==> src/rtl/stepper_phase_decoder.sv <==
// Stepper phase decoder: reconstructs step, direction, position and step
// period from the 4-bit full-step coil pattern, with homing, overtravel
// and skipped/illegal-phase detection. All outputs are registered.
module stepper_phase_decoder #(
  parameter int POS_WIDTH    = 16,
  parameter int PERIOD_WIDTH = 24
) (
  input  logic                        clk,
  input  logic                        rst,
  input  logic [3:0]                  signal_in,
  input  logic [1:0]                  limit_switches,
  input  logic                        fault_clr,
  output logic                        step_pulse,
  output logic                        dir,
  output logic signed [POS_WIDTH-1:0] position,
  output logic [PERIOD_WIDTH-1:0]     step_period,
  output logic                        idle,
  output logic                        fault,
  output logic                        overtravel
);

  localparam logic [PERIOD_WIDTH-1:0] PERIOD_MAX = {PERIOD_WIDTH{1'b1}};

  // True when exactly one coil is energised.
  function automatic logic is_onehot4(input logic [3:0] pat);
    logic ok;
    case (pat)
      4'b1000, 4'b0100, 4'b0010, 4'b0001: ok = 1'b1;
      default:                            ok = 1'b0;
    endcase
    return ok;
  endfunction

  // Phase index in forward order 1000 -> 0100 -> 0010 -> 0001.
  function automatic logic [1:0] phase_idx(input logic [3:0] pat);
    logic [1:0] idx;
    case (pat)
      4'b1000: idx = 2'd0;
      4'b0100: idx = 2'd1;
      4'b0010: idx = 2'd2;
      4'b0001: idx = 2'd3;
      default: idx = 2'd0;
    endcase
    return idx;
  endfunction

  // Saturating increment for the period counter.
  function automatic logic [PERIOD_WIDTH-1:0] sat_inc(input logic [PERIOD_WIDTH-1:0] v);
    logic [PERIOD_WIDTH-1:0] r;
    if (v == PERIOD_MAX) begin
      r = PERIOD_MAX;
    end else begin
      r = v + PERIOD_WIDTH'(1);
    end
    return r;
  endfunction

  // Synchroniser flops
  logic [3:0]              sig_s1_q, sig_s2_q;
  logic [1:0]              lim_s1_q, lim_s2_q;

  // Decoder state and registered outputs
  logic [1:0]              ref_idx_q,   ref_idx_d;
  logic                    ref_valid_q, ref_valid_d;
  logic [PERIOD_WIDTH-1:0] cnt_q,       cnt_d;
  logic                    step_q,      step_d;
  logic                    dir_q,       dir_d;
  logic [POS_WIDTH-1:0]    pos_q,       pos_d;
  logic [PERIOD_WIDTH-1:0] period_q,    period_d;
  logic                    idle_q,      idle_d;
  logic                    fault_q,     fault_d;
  logic                    ot_q,        ot_d;

  // Combinational decode intermediates
  logic                    home_s, far_s;
  logic                    onehot_s;
  logic [1:0]              idx_s, delta_s;
  logic                    fwd_s, rev_s, fault_set_s;

  // Two-stage synchronisers for the asynchronous coil and switch inputs.
  always_ff @(posedge clk) begin
    if (!rst) begin
      sig_s1_q <= 4'b0000;
      sig_s2_q <= 4'b0000;
      lim_s1_q <= 2'b00;
      lim_s2_q <= 2'b00;
    end else begin
      sig_s1_q <= signal_in;
      sig_s2_q <= sig_s1_q;
      lim_s1_q <= limit_switches;
      lim_s2_q <= lim_s1_q;
    end
  end

  // Decoder state and output registers.
  always_ff @(posedge clk) begin
    if (!rst) begin
      ref_idx_q   <= 2'd0;
      ref_valid_q <= 1'b0;
      cnt_q       <= '0;
      step_q      <= 1'b0;
      dir_q       <= 1'b1;
      pos_q       <= '0;
      period_q    <= PERIOD_MAX;
      idle_q      <= 1'b1;
      fault_q     <= 1'b0;
      ot_q        <= 1'b0;
    end else begin
      ref_idx_q   <= ref_idx_d;
      ref_valid_q <= ref_valid_d;
      cnt_q       <= cnt_d;
      step_q      <= step_d;
      dir_q       <= dir_d;
      pos_q       <= pos_d;
      period_q    <= period_d;
      idle_q      <= idle_d;
      fault_q     <= fault_d;
      ot_q        <= ot_d;
    end
  end

  // Phase classification, position/period update and sticky flag logic.
  always_comb begin
    home_s      = lim_s2_q[0];
    far_s       = lim_s2_q[1];
    onehot_s    = is_onehot4(sig_s2_q);
    idx_s       = phase_idx(sig_s2_q);
    delta_s     = idx_s - ref_idx_q;
    fwd_s       = 1'b0;
    rev_s       = 1'b0;
    fault_set_s = 1'b0;
    ref_idx_d   = ref_idx_q;
    ref_valid_d = ref_valid_q;
    idle_d      = idle_q;

    if (sig_s2_q == 4'b0000) begin
      // Driver disabled: forget the reference phase.
      idle_d      = 1'b1;
      ref_valid_d = 1'b0;
    end else if (!onehot_s) begin
      // Multiple coils energised is never a legal full-step pattern.
      fault_set_s = 1'b1;
      ref_valid_d = 1'b0;
      idle_d      = 1'b0;
    end else begin
      ref_idx_d   = idx_s;
      ref_valid_d = 1'b1;
      idle_d      = 1'b0;
      if (ref_valid_q) begin
        case (delta_s)
          2'd1:    fwd_s       = 1'b1;
          2'd3:    rev_s       = 1'b1;
          2'd2:    fault_set_s = 1'b1;  // skipped phase: direction unknowable
          default: fwd_s       = 1'b0;  // same phase, hold
        endcase
      end else begin
        // First valid phase only establishes the reference.
        fwd_s = 1'b0;
      end
    end

    step_d = fwd_s | rev_s;

    if (fwd_s) begin
      dir_d = 1'b1;
    end else if (rev_s) begin
      dir_d = 1'b0;
    end else begin
      dir_d = dir_q;
    end

    // Home switch forces zero regardless of stepping.
    if (home_s) begin
      pos_d = '0;
    end else if (fwd_s) begin
      pos_d = pos_q + POS_WIDTH'(1);
    end else if (rev_s) begin
      pos_d = pos_q - POS_WIDTH'(1);
    end else begin
      pos_d = pos_q;
    end

    if (step_d) begin
      period_d = sat_inc(cnt_q);
      cnt_d    = '0;
    end else begin
      period_d = period_q;
      cnt_d    = sat_inc(cnt_q);
    end

    // Set beats clear when both happen in the same cycle.
    fault_d = fault_set_s | (fault_q & ~fault_clr);
    ot_d    = (fwd_s & far_s) | (ot_q & ~fault_clr);
  end

  assign step_pulse  = step_q;
  assign dir         = dir_q;
  assign position    = pos_q;
  assign step_period = period_q;
  assign idle        = idle_q;
  assign fault       = fault_q;
  assign overtravel  = ot_q;

endmodule

==> config.mk <==
export PLATFORM = sky130hd
export DESIGN_NAME = stepper_phase_decoder
export DESIGN_NICKNAME = d
export VERILOG_FILES = /design/src/rtl/stepper_phase_decoder.sv
export SDC_FILE = /design/constraint.sdc
export NUM_CORES = 1
export LEC_CHECK = 0
export ABC_AREA = 1
export CAP_MARGIN = 0
export CORE_MARGIN = 8
export CORE_UTILIZATION = 40
export CTS_BUF_LIST = sky130_fd_sc_hd__clkbuf_4 sky130_fd_sc_hd__clkbuf_8 sky130_fd_sc_hd__clkbuf_16
export CTS_CLUSTER_DIAMETER = 120
export DETAILED_ROUTE_END_ITERATION = 6
export GPL_ROUTABILITY_DRIVEN = 1
export PLACE_DENSITY = 0.66
export SYNTH_ARGS = -nofsm -noshare
export SYNTH_HDL_FRONTEND = slang
export SYNTH_SLANG_ARGS = --single-unit
==> constraint.sdc <==
create_clock -name clk -period 2.8 [get_ports clk]
set_input_delay 0.42 -clock clk [delete_from_list [all_inputs] [get_ports clk]]
set_output_delay 0.42 -clock clk [all_outputs]
set_load 0.03 [all_outputs]
=== After elaboration in Yosys (flattened, before gate mapping) ===
Cells that the tools add are included.

* Add/subtract/negate cells: 4
* Equality and inequality tests: 8
* Muxes and demuxes: 19
* Bitwise gates (word level): 9
* Reductions and logical operators: 8

{| class="wikitable"
|+ Operator list
! kind !! count
|-
| $mux 16 || 2
|-
| $add 24x1->24 const B || 1
|-
| $eq 24x24->1 const B || 1
|-
| $mux 24 || 1
|-
| $add 16x1->16 const B || 1
|-
| $sub 16x1->16 const B || 1
|-
| $mux 1 || 15
|-
| $reduce_or 2->1 || 4
|-
| $pmux 2 s3 || 1
|-
| $eq 2x2->1 const B || 2
|-
| $eq 4x1->1 const B || 1
|-
| $eq 4x2->1 const B || 1
|-
| $eq 4x3->1 const B || 1
|-
| $eq 4x4->1 const B || 1
|-
| $logic_not 4->1 || 1
|-
| $reduce_or 4->1 || 1
|-
| $and 1x1->1 || 3
|-
| $not 1->1 || 3
|-
| $or 1x1->1 || 3
|-
| $eq 2x1->1 const B || 1
|-
| $reduce_and 2->1 || 1
|-
| $reduce_bool 2->1 || 1
|-
| $sub 2x2->2 || 1
|}

* Flip-flop bits (word level): 84
* Input port bits: 9
* Output and inout bits: 45
* Word-level logic and storage cells: 62

=== Depth between registers and ports, before layout ===
Gate-level depths: netlist (run 1).

* Word-level depth: 10
* Gate-level depth with buffers: 24
* Depth with buffers taken out: 24

=== Least setup slack after synthesis (run 1) ===
Ideal clock, no wire load.

* Kind: register to register
* Start: register sig_s2_q[3]
* End: register pos_q[15] (netlist: position[15])
* Library setup time: 0.116 ns
* Arrival time: 2.973 ns
* Data required time: 2.684 ns
* Slack: -0.288 ns
* Cell stages (with the launch flop): 19
* Buffers on the path: 0
* Clock period less this slack: 3.088 ns
* Path through: dfxtp_1 inv_1 nand2_1 nor3_1 a31oi_1 ha_1 or2_2 a21oi_2 nand2_1 ha_1 or2_2 nand3_1 nand2_1 nand2_1 nand2_1 nand2_1 nand3_1 nand2_1 nor2_1

* Word-level cells in the longest chain between the ends: 9
* Elaborated cells between the ends (all ways): 21
* Those cells by class: add/sub (1); eq/ne (6); mux (11); reduce/logical (3)

{| class="wikitable"
|+ RTL lines
! item !! line !! RTL
|-
| start, declared || 59 || <nowiki>logic [3:0] sig_s1_q, sig_s2_q;</nowiki>
|-
| start signal, assigned || 89 || <nowiki>sig_s2_q <= sig_s1_q;</nowiki>
|-
| $eq 4x1->1, or another cell as far along || 27, 37 ||
|-
| $pmux 2 s3 || 37 || <nowiki>case (pat)</nowiki>
|-
| $sub 2x2->2 || 128 || <nowiki>delta_s = idx_s - ref_idx_q;</nowiki>
|-
| $eq 2x1->1 / $eq 2x2->1 (equally long branches) || 150 || <nowiki>case (delta_s)</nowiki>
|-
| $mux 1 || 150 ||
|-
| $mux 1 || 149 || <nowiki>if (ref_valid_q) begin</nowiki>
|-
| $mux 1 || 140 || <nowiki>end else if (!onehot_s) begin</nowiki>
|-
| $mux 1 || 136 || <nowiki>if (sig_s2_q == 4'b0000) begin</nowiki>
|-
| $mux 16 / $reduce_bool 2->1 (equally long branches) || n/a ||
|-
| end signal, assigned || 114 || <nowiki>pos_q <= pos_d;</nowiki>
|-
| end, declared || 68 || <nowiki>logic [POS_WIDTH-1:0] pos_q, pos_d;</nowiki>
|}

Several ways; a longest one is shown, not always the timed one.
A chain may end at the register's enable or synchronous reset.

=== Worst setup path after layout (run 1) ===
Same ends and word-level chain as after synthesis.

==> run summary, run 1 <==
status -> finished, violations left
failing checks -> setup timing
Lkg Pwr -> 2.88 nW
CTS sink cnt -> 84
cell area after synthesis -> 4420 µm²
IO Pins -> 54
Setup WS pre-CTS -> -0.287 ns
RSZ-0062 raised after global routing -> yes
vias per inst -> 4.90
final worst setup slack -> -0.0555 ns
Setup Skew -> 0.0164 ns
Initial Util -> 40.8%
layout cell share with drive strength beyond 1 -> 27.1%
crit path time final -> 2.86 ns
H-tree Lvls -> 3
GP Congestion -> 0.870
data arrival time of the critical path -> 3.13 ns
Worst EP required -> 3.08 ns
first-pass GRT wire length -> 19.6 mm
DR vias -> 4320
Diodes inserted -> 0
crit path launch type -> register
Clk pin slew, worst setup/hold paths -> 0.10 ns
post-route ant nets -> 0
final WL -> 12.2 mm
CTS buffer count -> 9
largest net degree at the start of global routing -> 35
GR peak layer -> met2
Skew-Pair Late Insertion Delay -> 0.37 ns
detailed-route DRC error count -> 0
Clock Path Buffers -> 2
root buffer cell -> clkbuf_8
# fillers -> 963
Area Overhead vs Synth -> 41.3%
synth warn -> 0
peak supply drop -> 336 µV
core box area -> 10800 µm²
port bufs -> 53
Slew Limit Fails -> 0
CP max FO -> 5
Setup TNS -> -0.0622 ns
vias in the first global route -> 4356
synthesis-stage register bit count -> 84
Register Area -> 1690 µm²
chip width -> 121 µm
CTS tree -> built
initial antenna violation count -> 0
HPWL Detailed -> 8.14 mm
die area -> 14700 µm²
met2 Track Usage GR -> 29.8%
aggregate global routing overflow -> 0
Fin. Hold Viols -> 0
HP Class -> register to register
drt initial violations -> 290
CP endpoint kind -> register
post-synthesis sequential area ratio -> 38.0%
Power Dens Cells -> 401 nW/µm²
Synth cell types -> 37
fin crit share -> 102%
Syn Nets -> 657
met3 usage in global routing -> 4.70%
CP Class -> register to register
Die H -> 121 µm
hold-fix buffers at CTS -> 0
Peak Freq -> 350 MHz
Final nets -> 762
max_cap viols -> 0
cell area after placement -> 5410 µm²
Final Power -> 0.00251 W
Routed WL per cell -> 13.9 µm
total track usage -> 16.4%
Mean Syn Cell Area -> 7.01 µm²
most frequent cells in the layout -> nand2_1 (117), inv_1 (87), nor2_1 (81)
cell count after synthesis -> 631
area taken by multi-input logic gates -> 2800 µm²
worst-margin pin slew -> 0.471 ns
Core Rows -> 38
first-pass iteration count of the detailed router -> 5
Slew HR -> 68.4%
GR Layer Usage met1 -> 16.6%
Finished Cell Area -> 6250 µm²
most common cell after layout, fill and taps aside -> nand2_1
Final Setup Violations -> 2
==> flip-flops by register name (all words and copies together) (netlist names) <==
signal       count
cnt_q           24
sig_s2_q         4
overtravel       1
idle             1
sig_s1_q         4
step_period     24
ref_idx_q        2
step_pulse       1
lim_s2_q         2
position        16
ref_valid_q      1
fault            1
lim_s1_q         2
dir              1
==> power breakdown <==
group	leakage [nW]	switching [W]	internal [W]	total, W
combinational	2.08	0.000161	0.000120	0.000282
sequential	0.683	0.0000161	0.00122	0.00123
clock	0.117	0.000453	0.000540	0.000993
==> final timing paths <==
| check | from | endpoint | slack (ns) | depth (start not counted) |
|---|---|---|---|---|
| max | sig_s2_q[3] | position[15] | -0.06 | 19 |
| min | sig_s1_q[1] | sig_s2_q[1] | 0.41 | 2 |
| max reg2reg | sig_s2_q[3] | position[15] | -0.06 | 19 |
| min reg2reg | sig_s1_q[1] | sig_s2_q[1] | 0.41 | 2 |
==> cell usage after synthesis <==
master | number | area share [%]
buf_6 | 3 | 0.76
buf_4 | 5 | 0.85
o21ai_1 | 11 | 1.2
buf_2 | 6 | 0.68
nor3_2 | 2 | 0.45
nand3_4 | 1 | 0.40
inv_1 | 93 | 7.9
nor3_1 | 8 | 0.91
o21bai_1 | 2 | 0.34
o21ai_0 | 13 | 1.5
nor2_1 | 88 | 7.5
nand2_4 | 1 | 0.25
xnor2_1 | 4 | 0.79
nand3_2 | 11 | 2.5
nand3b_1 | 7 | 1.2
nor2_4 | 2 | 0.51
nor4_4 | 1 | 0.48
and2_1 | 2 | 0.28
a21oi_2 | 1 | 0.20
nand4_1 | 9 | 1.3
o21a_1 | 1 | 0.17
a31oi_1 | 11 | 1.6
nor3_4 | 1 | 0.37
ha_1 | 16 | 4.5
inv_2 | 8 | 0.68
or2_2 | 2 | 0.28
xor2_1 | 9 | 1.8
clkbuf_1 | 1 | 0.085
nand3_1 | 29 | 3.3
a211oi_2 | 1 | 0.28
dfxtp_1 | 84 | 38
fa_1 | 1 | 0.45
nor2_2 | 14 | 2.0
nand2_1 | 147 | 12
a21oi_1 | 34 | 3.8
o211ai_1 | 1 | 0.17
nand2_2 | 1 | 0.14
==> repair_timing <==
action                                  4_1_cts  5_1_grt
endpoints found under the hold margin         0        0
gates resized for setup                      51       62
pin swaps                                    23       41
setup buffers                                 4        9
endpoints found under the setup margin       12       48
gates cloned                                  2        0
==> cells by family (layout without fill, tap and decap cells) <==
kind of cell	Yosys count	in the layout	share of synthesized area (%)
compound gates	75	75	9.28
xor+xnor	13	13	2.57
fa+ha+maj	17	17	4.98
buf+inv	116	224	10.9
flops	84	84	38.0
simple gates	326	328	34.2
==> metrics by stage <==
| step | util [%] | instances | hold WS [ns] |
|---|---|---|---|
| after floorplan | - | 631 | 0.390 |
| after CTS | 55.0 | 872 | 0.413 |
| after detailed placement | 49.9 | 850 | 0.399 |
| final | 57.7 | 881 | 0.411 |
| after global routing | 57.7 | 881 | 0.434 |
| after global placement | 49.9 | 850 | 0.397 |
==> layer usage <==
layer | vias up | share of wire [%]
met5 | - | 0
met4 | 0 | 2.9
met3 | 28 | 3.9
met2 | 95 | 52
met1 | 1992 | 41
li1 | 2205 | -
==> area by class of cell <==
type | instances | area share [%]
Tap cell | 140 | 2.80
Clock inverter | 5 | 1.32
Inverter | 101 | 6.18
Timing Repair Buffer | 107 | 15.6
Sequential cell | 84 | 27.0
Multi-Input combinational cell | 433 | 44.8
Clock buffer | 11 | 2.32
==> critical path, stage by stage, from the launching register on <==
cell and delay, ns:
dfxtp_2 0.34, inv_2 0.05, nand2_2 0.07, nor3_2 0.05, a31oi_2 0.23, ha_4 0.25
or2_4 0.23, a21oi_4 0.13, buf_12 0.16, nand2_8 0.09, ha_4 0.32, nand2_4 0.07
inv_2 0.07, nand2_2 0.08, nor3_4 0.23, nand2_4 0.08, nand2_2 0.07, nand2_2 0.07
a21oi_2 0.12, nor2_1 0.05
No activity file was read; power rests on OpenSTA's default activity.
==> run 2: changes to the inputs <==
--- a/config.mk
+++ b/config.mk
@@ -13,6 +13,7 @@
 export CTS_CLUSTER_DIAMETER = 120
 export DETAILED_ROUTE_END_ITERATION = 6
 export GPL_ROUTABILITY_DRIVEN = 1
+export HOLD_SLACK_MARGIN = 0.15
 export PLACE_DENSITY = 0.66
 export SYNTH_ARGS = -nofsm -noshare
 export SYNTH_HDL_FRONTEND = slang
==> results of run 2 <==
No change in the layout: final DEF, timing and power equal those of run 1.
==> run 3: changes to the inputs <==
--- a/config.mk
+++ b/config.mk
@@ -8,13 +8,13 @@
 export ABC_AREA = 1
 export CAP_MARGIN = 0
 export CORE_MARGIN = 8
-export CORE_UTILIZATION = 40
+export CORE_UTILIZATION = 50
 export CTS_BUF_LIST = sky130_fd_sc_hd__clkbuf_4 sky130_fd_sc_hd__clkbuf_8 sky130_fd_sc_hd__clkbuf_16
 export CTS_CLUSTER_DIAMETER = 120
 export DETAILED_ROUTE_END_ITERATION = 6
 export GPL_ROUTABILITY_DRIVEN = 1
 export HOLD_SLACK_MARGIN = 0.15
-export PLACE_DENSITY = 0.66
+export PLACE_DENSITY = 0.79
 export SYNTH_ARGS = -nofsm -noshare
 export SYNTH_HDL_FRONTEND = slang
 export SYNTH_SLANG_ARGS = --single-unit
==> run 3 against run 2 <==
The run still ends with setup timing left. Global-route usage rose by 4.0 points. Routed wire length rose by 12%. Worst setup slack got worse by 0.21 ns. Combinational power rose by 7.8%. Count of clock-buffer cells in the layout fell by 1. Final area fell by 1.4%. Sequential power barely moved. Critical endpoint unchanged. Highest routed layer unchanged.
==> run summary, run 3 (synthesis results as in run 1) <==
status -> finished, violations left
failing checks -> setup timing
power share of the clock group -> 37.1% (-2.5 points)
final core utilization -> 71.4% (+14 points)
crit path time final -> 3.07 ns (+0.213 ns)
GP Congestion -> 0.918 (+5.5%)
DR vias -> 4558 (+5.5%)
HPWL Detailed -> 8.06 mm (-0.97%)
drt initial violations -> 317 (+9.3%)
Switch Pwr -> 0.000673 W (+6.7%)
Area Overhead vs Synth -> 39.3%
placed insts -> 814 (-4.2%)
HP Class -> register to register
Internal -> 0.00177 W (-5.5%)
crit path to -> position[15]
CTS tree -> built
hold-fix buffers at CTS -> 0 (unchanged)
chip width -> 110 µm (-9.2%)
Worst Setup SP -> sig_s2_q[3]
Clk pin slew, worst setup/hold paths -> 0.09 ns (about the same)
most common cell after layout, fill and taps aside -> nand2_1
vias in the first global route -> 4380 (+0.55%)
total track usage -> 20.4% (+4.0 points)
CTS buffer count -> 9 (unchanged)
fin crit share -> 110% (+7.6 points)
H-tree Lvls -> 3 (unchanged)
Worst EP required -> 3.10 ns (+0.02 ns)
Peak Freq -> 326 MHz (-6.9%)
port bufs -> 53 (unchanged)
worst-margin pin slew -> 0.536 ns (+0.0653 ns)
max_cap viols -> 0 (unchanged)
CP endpoint kind -> register
Hold Slack -> 0.413 ns (+0.00129 ns)
Gate power share -> 12.4% (+1.2 points)
first-pass GRT wire length -> 20.0 mm (+2.2%)
largest net degree at the start of global routing -> 35 (unchanged)
post-route ant nets -> 0 (unchanged)
Lkg Pwr -> 2.85 nW (-1.2%)
Final nets -> 757 (-0.66%)
FF-to-FF path depth -> 20 (+1)
Worst R2R End -> position[15]
crit path launch type -> register
core box area -> 8640 µm² (-20%)
most frequent cells in the layout -> nand2_1 (118), inv_1 (85), nor2_1 (82)
Slew Limit Fails -> 0 (unchanged)
Setup TNS -> -1.49 ns (-1.43 ns)
CTS sink cnt -> 84 (unchanged)
Layout Cells excl Fill -> 844 (-4.2%)
die area -> 12100 µm² (-17%)
Skew-Pair Late Insertion Delay -> 0.36 ns (about the same)
root buffer cell -> clkbuf_8
first-pass iteration count of the detailed router -> 5 (unchanged)
CP Class -> register to register
IO Pins -> 54 (unchanged)
Power Dens Cells -> 397 nW/µm² (-1.0%)
CP max FO -> 5 (unchanged)
Clock Path Buffers -> 2 (unchanged)
sw frac -> 27.5% (+2.4 points)
sequential share of power -> 50.5% (+1.3 points)
Fin. Hold Viols -> 0 (unchanged)
final WL -> 13.7 mm (+12%)
initial antenna violation count -> 0 (unchanged)
detailed-route DRC error count -> 0 (unchanged)
Diodes inserted -> 0 (unchanged)
data arrival time of the critical path -> 3.36 ns (+0.23 ns)
Core Rows -> 34 (-11%)
final worst setup slack -> -0.268 ns (-0.213 ns)
Setup Skew -> 0.0172 ns (+0.000719 ns)
RSZ-0062 raised after global routing -> yes
aggregate global routing overflow -> 0 (unchanged)
Final Power -> 0.00245 W (-2.4%)
Worst R2R Setup Slack -> -0.27 ns (-0.21 ns)
Die H -> 110 µm (-9.2%)
Final Setup Violations -> 10 (+8)
peak supply drop -> 295 µV (-12%)
Initial Util -> 51.2% (+10 points)
layout cell share with drive strength beyond 1 -> 26.6% (-0.50 points)
launching point of the worst reg2reg path -> sig_s2_q[3]
Slew HR -> 64.0% (-4.4 points)
Routed WL per cell -> 16.2 µm (+17%)
vias per inst -> 5.40 (+10%)
run 3: how the worst min path moves through the flow:
stage	cells past startpoint	endpoint	slack [ns]	from
2_1_floorplan	2	lim_s2_q[0]	0.39	lim_s1_q[0]
3_3_place_gp	2	sig_s2_q[1]	0.40	sig_s1_q[1]
3_5_place_dp	2	sig_s2_q[0]	0.40	sig_s1_q[0]
4_1_cts	2	sig_s2_q[0]	0.41	sig_s1_q[0]
5_1_grt	2	sig_s2_q[0]	0.44	sig_s1_q[0]
6_report	2	sig_s2_q[0]	0.41	sig_s1_q[0]
run 3: critical path, stage by stage (launching register included):
cell,delay (ns)
dfxtp_2,0.36
inv_2,0.05
nand2_2,0.08
nor3_2,0.05
a31oi_2,0.23
ha_4,0.25
or2_4,0.24
a21oi_4,0.15
buf_12,0.16
nand2_8,0.09
ha_4,0.34
nand2_4,0.08
nor2_2,0.17
nand3_4,0.14
nand2_4,0.13
nand2_2,0.07
nand2_1,0.08
nand2_2,0.07
nand3_1,0.09
nand2_1,0.07
nor2_1,0.11
run 3: through the flow:
step / area [µm²] / setup WS (ns)
after detailed placement: 5340 / -0.310
after CTS: 5890 / -0.110
after global routing: 6160 / -0.385
after floorplan: 4490 / -0.00844
after global placement: 5340 / -0.0707
final: 6160 / -0.268
run 3: area by class of cell:
| class | instances | area, µm² |
|---|---|---|
| flip-flops and latches | 84 | 1690 |
| clock inverters | 6 | 70.1 |
| multi-input cells | 433 | 2810 |
| repair buffers | 102 | 943 |
| clock buffers | 10 | 131 |
| inverters | 101 | 389 |
| well taps | 108 | 135 |
| fillers | 650 | 2470 |
run 3: what timing repair did:
| action | CTS | global route |
|---|---|---|
| gates resized for setup | 56 | 58 |
| cloned | 2 | 0 |
| setup buffers | 8 | 5 |
| pin swaps | 24 | 29 |
| setup endpoints to repair | 13 | 60 |
run 3: layer usage:
layer	track usage, %	part of all wire [%]	vias up
met5	0	0	-
met4	10.2	4.2	0
met3	4.59	6.7	56
met2	36.6	50	202
met1	22.2	39	2108
li1	-	-	2192
run 3: power groups by stage:
stage | logic (W) | registers (W) | clock network [W]
2_1_floorplan | 0.000115 | 0.00127 | 0
3_3_place_gp | 0.000200 | 0.00126 | 0
3_5_place_dp | 0.000207 | 0.00126 | 0
4_1_cts | 0.000245 | 0.00123 | 0.000927
5_1_grt | 0.000324 | 0.00124 | 0.000977
6_report | 0.000304 | 0.00124 | 0.000907
